## src/rtl/pcie_phy_rx_deframer_pkg.sv

```systemverilog
// Symbol constants, FSM state encodings and symbol-class indices for the PCIe PHY.
// The transmit side imports the same package so both directions agree on symbols.
package pcie_phy_rx_deframer_pkg;

    localparam logic [7:0] SYM_COM = 8'hBC;
    localparam logic [7:0] SYM_SKP = 8'h1C;
    localparam logic [7:0] SYM_STP = 8'hFB;
    localparam logic [7:0] SYM_SDP = 8'h5C;
    localparam logic [7:0] SYM_END = 8'hFD;
    localparam logic [7:0] SYM_EDB = 8'hFE;
    localparam logic [7:0] SYM_IDL = 8'h00;

    localparam logic [1:0] ST_IDLE = 2'd0;
    localparam logic [1:0] ST_TLP  = 2'd1;
    localparam logic [1:0] ST_DLLP = 2'd2;
    localparam logic [1:0] ST_OS   = 2'd3;

    // Bit positions inside the one-hot symbol class vector
    localparam int CLS_DATA = 0;
    localparam int CLS_IDLE = 1;
    localparam int CLS_COM  = 2;
    localparam int CLS_SKP  = 3;
    localparam int CLS_STP  = 4;
    localparam int CLS_SDP  = 5;
    localparam int CLS_END  = 6;
    localparam int CLS_EDB  = 7;
    localparam int CLS_ILLK = 8;
    localparam int CLS_W    = 9;

    typedef logic [CLS_W-1:0] sym_class_t;

endpackage

```

## src/rtl/pcie_phy_rx_deframer_classify.sv

```systemverilog
// Maps one received {K flag, byte} symbol onto a one-hot class vector.
// A data 8'h00 is logical idle; any K code not listed is illegal.
module pcie_phy_symbol_classify
    import pcie_phy_rx_deframer_pkg::*;
(
    input  logic       rx_k_i,
    input  logic [7:0] rx_data_i,
    output sym_class_t class_o
);

    always_comb begin
        class_o = '0;
        if (!rx_k_i) begin
            if (rx_data_i == SYM_IDL) begin
                class_o[CLS_IDLE] = 1'b1;
            end else begin
                class_o[CLS_DATA] = 1'b1;
            end
        end else begin
            case (rx_data_i)
                SYM_COM: class_o[CLS_COM]  = 1'b1;
                SYM_SKP: class_o[CLS_SKP]  = 1'b1;
                SYM_STP: class_o[CLS_STP]  = 1'b1;
                SYM_SDP: class_o[CLS_SDP]  = 1'b1;
                SYM_END: class_o[CLS_END]  = 1'b1;
                SYM_EDB: class_o[CLS_EDB]  = 1'b1;
                default: class_o[CLS_ILLK] = 1'b1;
            endcase
        end
    end

endmodule

```

## src/rtl/pcie_phy_rx_deframer.sv

```systemverilog
// Receive deframer: splits the lane symbol stream into TLP/DLLP payload and SKP
// ordered sets, with one cycle of registered latency and framing-error pulses.
module pcie_phy_rx_deframer
    import pcie_phy_rx_deframer_pkg::*;
#(
    parameter int MAX_LEN  = 32,
    parameter int DLLP_LEN = 6,
    parameter int MAX_SKP  = 5
) (
    input  logic       CLK,
    input  logic       RESET_L,
    input  logic [7:0] RX_DATA,
    input  logic       RX_K,
    input  logic       RX_VALID,
    output logic [7:0] DATA_OUT,
    output logic       DATA_VALID,
    output logic       PKT_START,
    output logic       PKT_END,
    output logic       PKT_TYPE,
    output logic       SKP_OS,
    output logic       ERROR_DLL
);

    localparam int CNT_W = $clog2(MAX_LEN + 2);
    localparam int SKP_W = $clog2(MAX_SKP + 2);

    localparam logic [CNT_W-1:0] CNT_ONE  = CNT_W'(1);
    localparam logic [CNT_W-1:0] CNT_MAX  = CNT_W'(MAX_LEN);
    localparam logic [CNT_W-1:0] CNT_OVF  = CNT_W'(MAX_LEN + 1);
    localparam logic [CNT_W-1:0] CNT_DLLP = CNT_W'(DLLP_LEN);
    localparam logic [SKP_W-1:0] SKP_ONE  = SKP_W'(1);
    localparam logic [SKP_W-1:0] SKP_LIM  = SKP_W'(MAX_SKP);

    sym_class_t cls;

    logic [1:0]       state_q, state_d;
    logic [CNT_W-1:0] byteCnt_q, byteCnt_d;
    logic [SKP_W-1:0] skpCnt_q, skpCnt_d;
    logic [7:0]       dataOut_q, dataOut_d;
    logic             dataValid_q, dataValid_d;
    logic             pktStart_q, pktStart_d;
    logic             pktEnd_q, pktEnd_d;
    logic             pktType_q, pktType_d;
    logic             skpOs_q, skpOs_d;
    logic             errDll_q, errDll_d;
    logic             decodeIdle;
    logic             dropping;

    pcie_phy_symbol_classify u_classify (
        .rx_k_i   (RX_K),
        .rx_data_i(RX_DATA),
        .class_o  (cls)
    );

    // An overflowed TLP parks its counter at MAX_LEN+1; the packet has already
    // been closed, so the tail is swallowed silently until END/EDB.
    assign dropping = (state_q == ST_TLP) && (byteCnt_q == CNT_OVF);

    always_comb begin
        state_d     = state_q;
        byteCnt_d   = byteCnt_q;
        skpCnt_d    = skpCnt_q;
        dataOut_d   = dataOut_q;
        pktType_d   = pktType_q;
        dataValid_d = 1'b0;
        pktStart_d  = 1'b0;
        pktEnd_d    = 1'b0;
        skpOs_d     = 1'b0;
        errDll_d    = 1'b0;
        decodeIdle  = 1'b0;

        if (RX_VALID) begin
            case (state_q)
                ST_TLP, ST_DLLP: begin
                    if (cls[CLS_DATA] || cls[CLS_IDLE]) begin
                        if (state_q == ST_TLP && byteCnt_q == CNT_MAX) begin
                            errDll_d  = 1'b1;
                            pktEnd_d  = 1'b1;
                            byteCnt_d = CNT_OVF;
                        end else if (!dropping) begin
                            dataOut_d   = RX_DATA;
                            dataValid_d = 1'b1;
                            pktStart_d  = (byteCnt_q == '0);
                            if (byteCnt_q != CNT_OVF) begin
                                byteCnt_d = byteCnt_q + CNT_ONE;
                            end
                        end
                    end else if (cls[CLS_END]) begin
                        state_d = ST_IDLE;
                        if (!dropping) begin
                            pktEnd_d = 1'b1;
                            errDll_d = (byteCnt_q == '0) ||
                                       (state_q == ST_DLLP && byteCnt_q != CNT_DLLP);
                        end
                    end else if (cls[CLS_EDB]) begin
                        state_d = ST_IDLE;
                        if (!dropping) begin
                            pktEnd_d = 1'b1;
                            errDll_d = 1'b1;
                        end
                    end else begin
                        errDll_d   = 1'b1;
                        pktEnd_d   = !dropping;
                        decodeIdle = 1'b1;
                    end
                end
                ST_OS: begin
                    if (cls[CLS_SKP]) begin
                        if (skpCnt_q == SKP_LIM) begin
                            errDll_d = 1'b1;
                            state_d  = ST_IDLE;
                            skpCnt_d = '0;
                        end else begin
                            skpCnt_d = skpCnt_q + SKP_ONE;
                        end
                    end else begin
                        if (skpCnt_q != '0) begin
                            skpOs_d = 1'b1;
                        end else begin
                            errDll_d = 1'b1;
                        end
                        decodeIdle = 1'b1;
                    end
                end
                default: decodeIdle = 1'b1;
            endcase

            // Shared IDLE decode, also reached when a frame ends on a foreign symbol
            if (decodeIdle) begin
                state_d = ST_IDLE;
                if (cls[CLS_STP]) begin
                    state_d   = ST_TLP;
                    byteCnt_d = '0;
                    pktType_d = 1'b0;
                end else if (cls[CLS_SDP]) begin
                    state_d   = ST_DLLP;
                    byteCnt_d = '0;
                    pktType_d = 1'b1;
                end else if (cls[CLS_COM]) begin
                    state_d  = ST_OS;
                    skpCnt_d = '0;
                end else if (cls[CLS_DATA] || cls[CLS_ILLK] || cls[CLS_SKP] ||
                             cls[CLS_END] || cls[CLS_EDB]) begin
                    errDll_d = 1'b1;
                end
            end
        end
    end

    always_ff @(posedge CLK or negedge RESET_L) begin
        if (!RESET_L) begin
            state_q     <= ST_IDLE;
            byteCnt_q   <= '0;
            skpCnt_q    <= '0;
            dataOut_q   <= 8'h00;
            dataValid_q <= 1'b0;
            pktStart_q  <= 1'b0;
            pktEnd_q    <= 1'b0;
            pktType_q   <= 1'b0;
            skpOs_q     <= 1'b0;
            errDll_q    <= 1'b0;
        end else begin
            state_q     <= state_d;
            byteCnt_q   <= byteCnt_d;
            skpCnt_q    <= skpCnt_d;
            dataOut_q   <= dataOut_d;
            dataValid_q <= dataValid_d;
            pktStart_q  <= pktStart_d;
            pktEnd_q    <= pktEnd_d;
            pktType_q   <= pktType_d;
            skpOs_q     <= skpOs_d;
            errDll_q    <= errDll_d;
        end
    end

    assign DATA_OUT   = dataOut_q;
    assign DATA_VALID = dataValid_q;
    assign PKT_START  = pktStart_q;
    assign PKT_END    = pktEnd_q;
    assign PKT_TYPE   = pktType_q;
    assign SKP_OS     = skpOs_q;
    assign ERROR_DLL  = errDll_q;

endmodule

```

## config.mk

```make
export PLATFORM = sky130hd
export DESIGN_NAME = pcie_phy_rx_deframer
export DESIGN_NICKNAME = d
export VERILOG_FILES = /design/src/rtl/pcie_phy_rx_deframer_pkg.sv /design/src/rtl/pcie_phy_rx_deframer_classify.sv /design/src/rtl/pcie_phy_rx_deframer.sv
export SDC_FILE = /design/constraint.sdc
export NUM_CORES = 1
export LEC_CHECK = 0
export BUFFER_PORTS_ARGS = -buffer_cell sky130_fd_sc_hd__buf_2
export CORE_MARGIN = 2
export CORE_UTILIZATION = 55
export CTS_CLUSTER_DIAMETER = 40
export DETAILED_ROUTE_END_ITERATION = 7
export PLACE_DENSITY = 0.78
export SLEW_MARGIN = 40
export SYNTH_ARGS = -nofsm -noshare
export SYNTH_HDL_FRONTEND = slang
export SYNTH_SLANG_ARGS = --single-unit
```

## constraint.sdc

```tcl
create_clock -name CLK -period 2.5 [get_ports CLK]
set_input_delay 0.5 -clock CLK [delete_from_list [all_inputs] [get_ports CLK]]
set_output_delay 0.5 -clock CLK [all_outputs]
set_load 0.05 [all_outputs]
```

==> results.md <==
- Mapped Avg Cell Area: 9.598 um^2
- Flip-flop and latch count after synthesis: 25
- Wire length of the first global-routing pass: 5561 um
- Number of nets still failing antenna checks after routing: 0
- Number of detailed-routing iterations run before antenna repair: 4
- Vias: 1,369
- Final Non-Filler Cells: 223
- # port buffers: 25
- Endpoints failing hold: 0
- Category of the worst setup path capture point: register
- Via count of the first global-routing pass: 1,256
- Tightest Hold Check Type: in -> async
- Top Metal Used: met4
- Max Fanout on Critical Path: 10
- Die outline width: 57.50 um
- Net count after synthesis: 184
- Slowest stage cell on the critical path: sky130_fd_sc_hd__dfrtp_1
- Total Neg Setup Slack: 0 ns
- IR Drop Worst-Case VDD: 0.0003465 V
- Most used flip-flop cell after synthesis: sky130_fd_sc_hd__dfrtp_1
- Area post-placement: 0.001735 mm^2
- Critical Path RT: 2.72 ns
- Largest net degree at the start of global routing: 26
- Post-synthesis instance area: 0.001574 mm^2
- Clock Path Buffers: 2
- Total inserted antenna cells: 0
- TritonCTS Sinks: 25
- Synth Instances: 164
- Max-slew violation count: 0
- Number of vias per cell: 6.139
- Leading cell types in the layout, fill and taps excluded: 25 x sky130_fd_sc_hd__dfrtp_1, 25 x sky130_fd_sc_hd__buf_2, 15 x sky130_fd_sc_hd__nand2_1, 15 x sky130_fd_sc_hd__nand3_1, 11 x sky130_fd_sc_hd__nor2_1
- Final nets: 213
- GRT Overall Usage: 21.17%
- Met3 WL: 152 um
- Number of max-cap violations: 0
- Worst endpoint data arrival time: 2.47 ns
- CP cell instances: inv_1 > ha_1 > nand2b_1 > or2_2 > a21oi_2 > nand2_1 > mux2_2
- Highest clock rate: 444.0 MHz
- Top-Level Pins: 26
- Category of the most critical setup path: reg -> reg
- Initial cell density of the core: 57.57%
- Site row count: 19
- Chip height: 57.50 um
- Clock latency on the worst-skew pair: 0.32 ns
- Fraction of layout cells with a size suffix above 1: 27.08%
- Count of distinct cell types in the synthesized netlist: 51
- Total die area: 0.003306 mm^2
- Clock transition at the registers of the reported paths: 0.14 ns
- Number of setup violations in the final report: 0
- Routed metal-1 wire length: 1566 um
- Cts bufs inserted: 3
- Unrepaired setup endpoints after global routing: no
- Total overflow reported by the global router: 0
- Proportion of synthesized flip-flops having asynchronous set or reset: 100.0%
- Post-CTS Repair Setup Buffers: 0
- Outcome: completed
- Hold buffer count at cts: 0
- Actual transition at the worst max-transition pin: 0.5499 ns
- Final wirelength: 3335 um
- Maximum level of the CTS H-tree: 1
- EDFF count, synth: 0
- Fin crit period: 2.252 ns
- Final period utilization: 90.09%
- Met2 wirelength from detailed routing: 1581 um
- Post-route standard cell area excluding fillers: 0.001763 mm^2
- DRC violation count after routing: 0
- Sequential share of the synthesized area: 39.75%
- Master cell of the clock root buffer: sky130_fd_sc_hd__clkbuf_4
- Min Hold Slack: 0.1408 ns
- DP Cell Count: 219
- Relative slew margins: 63.34%
- Initial antenna violation count: 0
- Setup clock skew after layout: 0.003678 ns
- Routed wire length per instance: 14.96 um
- Worst path max stage delay: 0.42 ns
- Power density relative to cell area: 426.8 mW/mm^2
- Core area: 0.002734 mm^2
- Synth warn: 0
- Number of gates resized after cts: 0
- HPWL after detailed placement: 2526 um
- Final RePlAce weighted congestion: 0.9615
- Iteration-0 DRC Markers: 62
- Layout overhead on the synthesized area: 12.00%
- Leakage power: 0.8573 nW
- Startpoint types: register
- CTS tree: built
==> metal layers <==
layer  global-route usage (%)  vias to the layer above
met4                    7.641                        0
met3                    2.041                        6
li1                         -                      663
met2                    33.12                       50
met5                        0                        -
met1                    30.61                      650
==> cells in the mapped netlist, types with 3 or more instances <==
master,count,area (um^2)
sky130_fd_sc_hd__o21ai_0,7,35.03
sky130_fd_sc_hd__or2_2,3,18.77
sky130_fd_sc_hd__inv_1,9,33.78
sky130_fd_sc_hd__a21oi_1,5,25.02
sky130_fd_sc_hd__nor2b_1,3,18.77
sky130_fd_sc_hd__dfrtp_1,25,625.6
sky130_fd_sc_hd__mux2_2,8,90.09
sky130_fd_sc_hd__nand3_1,15,75.07
sky130_fd_sc_hd__ha_1,8,100.1
sky130_fd_sc_hd__nor2_1,11,41.29
sky130_fd_sc_hd__nor3_1,3,15.01
sky130_fd_sc_hd__nand2_1,15,56.30
sky130_fd_sc_hd__nand2b_1,5,31.28
==> where the power goes <==
| part | leakage [nW] | internal [mW] | switching [mW] | total, mW |
|---|---|---|---|---|
| clock network | 0.0177 | 0.0600 | 0.127 | 0.187 |
| registers | 0.336 | 0.419 | 0.0120 | 0.431 |
| logic | 0.504 | 0.0396 | 0.0954 | 0.135 |
==> area by class of cell <==
cell class | count | area (um^2)
Fill cell | 213 | 970.9
Multi-Input combinational cell | 127 | 897.1
Sequential cell | 25 | 625.6
Timing Repair Buffer | 27 | 140.1
Tap cell | 31 | 38.79
Inverter | 9 | 33.78
Clock buffer | 3 | 22.52
Clock inverter | 1 | 5.005
==> critical path: cells and delay by family, from the launching register on <==
family	cells	cell delay [ns]
flip-flops	1	0.42
adder cells (fa/ha/maj)	1	0.39
buffers and inverters	1	0.08
AO/OA/AOI/OAI	1	0.18
multiplexers	1	0.36
AND/OR/NAND/NOR	3	0.72
==> through the flow <==
stage          utilization (%)  total power, mW  setup slack [ns]
2_1_floorplan                -           0.5252            0.5163
3_3_place_gp             63.48           0.5662            0.3683
3_5_place_dp             63.48           0.5731            0.2922
4_1_cts                  64.49           0.7613            0.2567
5_1_grt                  64.49           0.7829            0.1074
6_report                 64.49           0.7525            0.2477
==> state kept, by name (all words and copies together) (netlist names), 2 cells and up <==
register and count:
skpCnt_q 3, DATA_OUT 8, state_q 2, byteCnt_q 6
==> final timing paths <==
path	from	to	slack, ns	depth (start not counted)
min in group CLK	RX_DATA[5]	DATA_OUT[5]	0.46	2
max in group asynchronous	RESET_L	DATA_OUT[0]	2.00	1
min	RESET_L	skpCnt_q[2]	0.14	1
max reg2reg	state_q[0]	DATA_OUT[6]	0.25	7
max	state_q[0]	DATA_OUT[6]	0.25	7
min reg2reg	DATA_OUT[6]	DATA_OUT[6]	0.52	1
==> kinds of logic after synthesis <==
| kind of cell | Yosys count | synth area share, % |
|---|---|---|
| AOI/OAI and AO/OA | 37 | 17.49 |
| muxes | 10 | 6.996 |
| xor gates and xnor gates | 1 | 0.5565 |
| buffers and inverters | 12 | 3.259 |
| and+or+nand+nor | 71 | 25.60 |
| DFF | 25 | 39.75 |
| adders and majority gates | 8 | 6.360 |
Power figures use the tool's default switching activity.
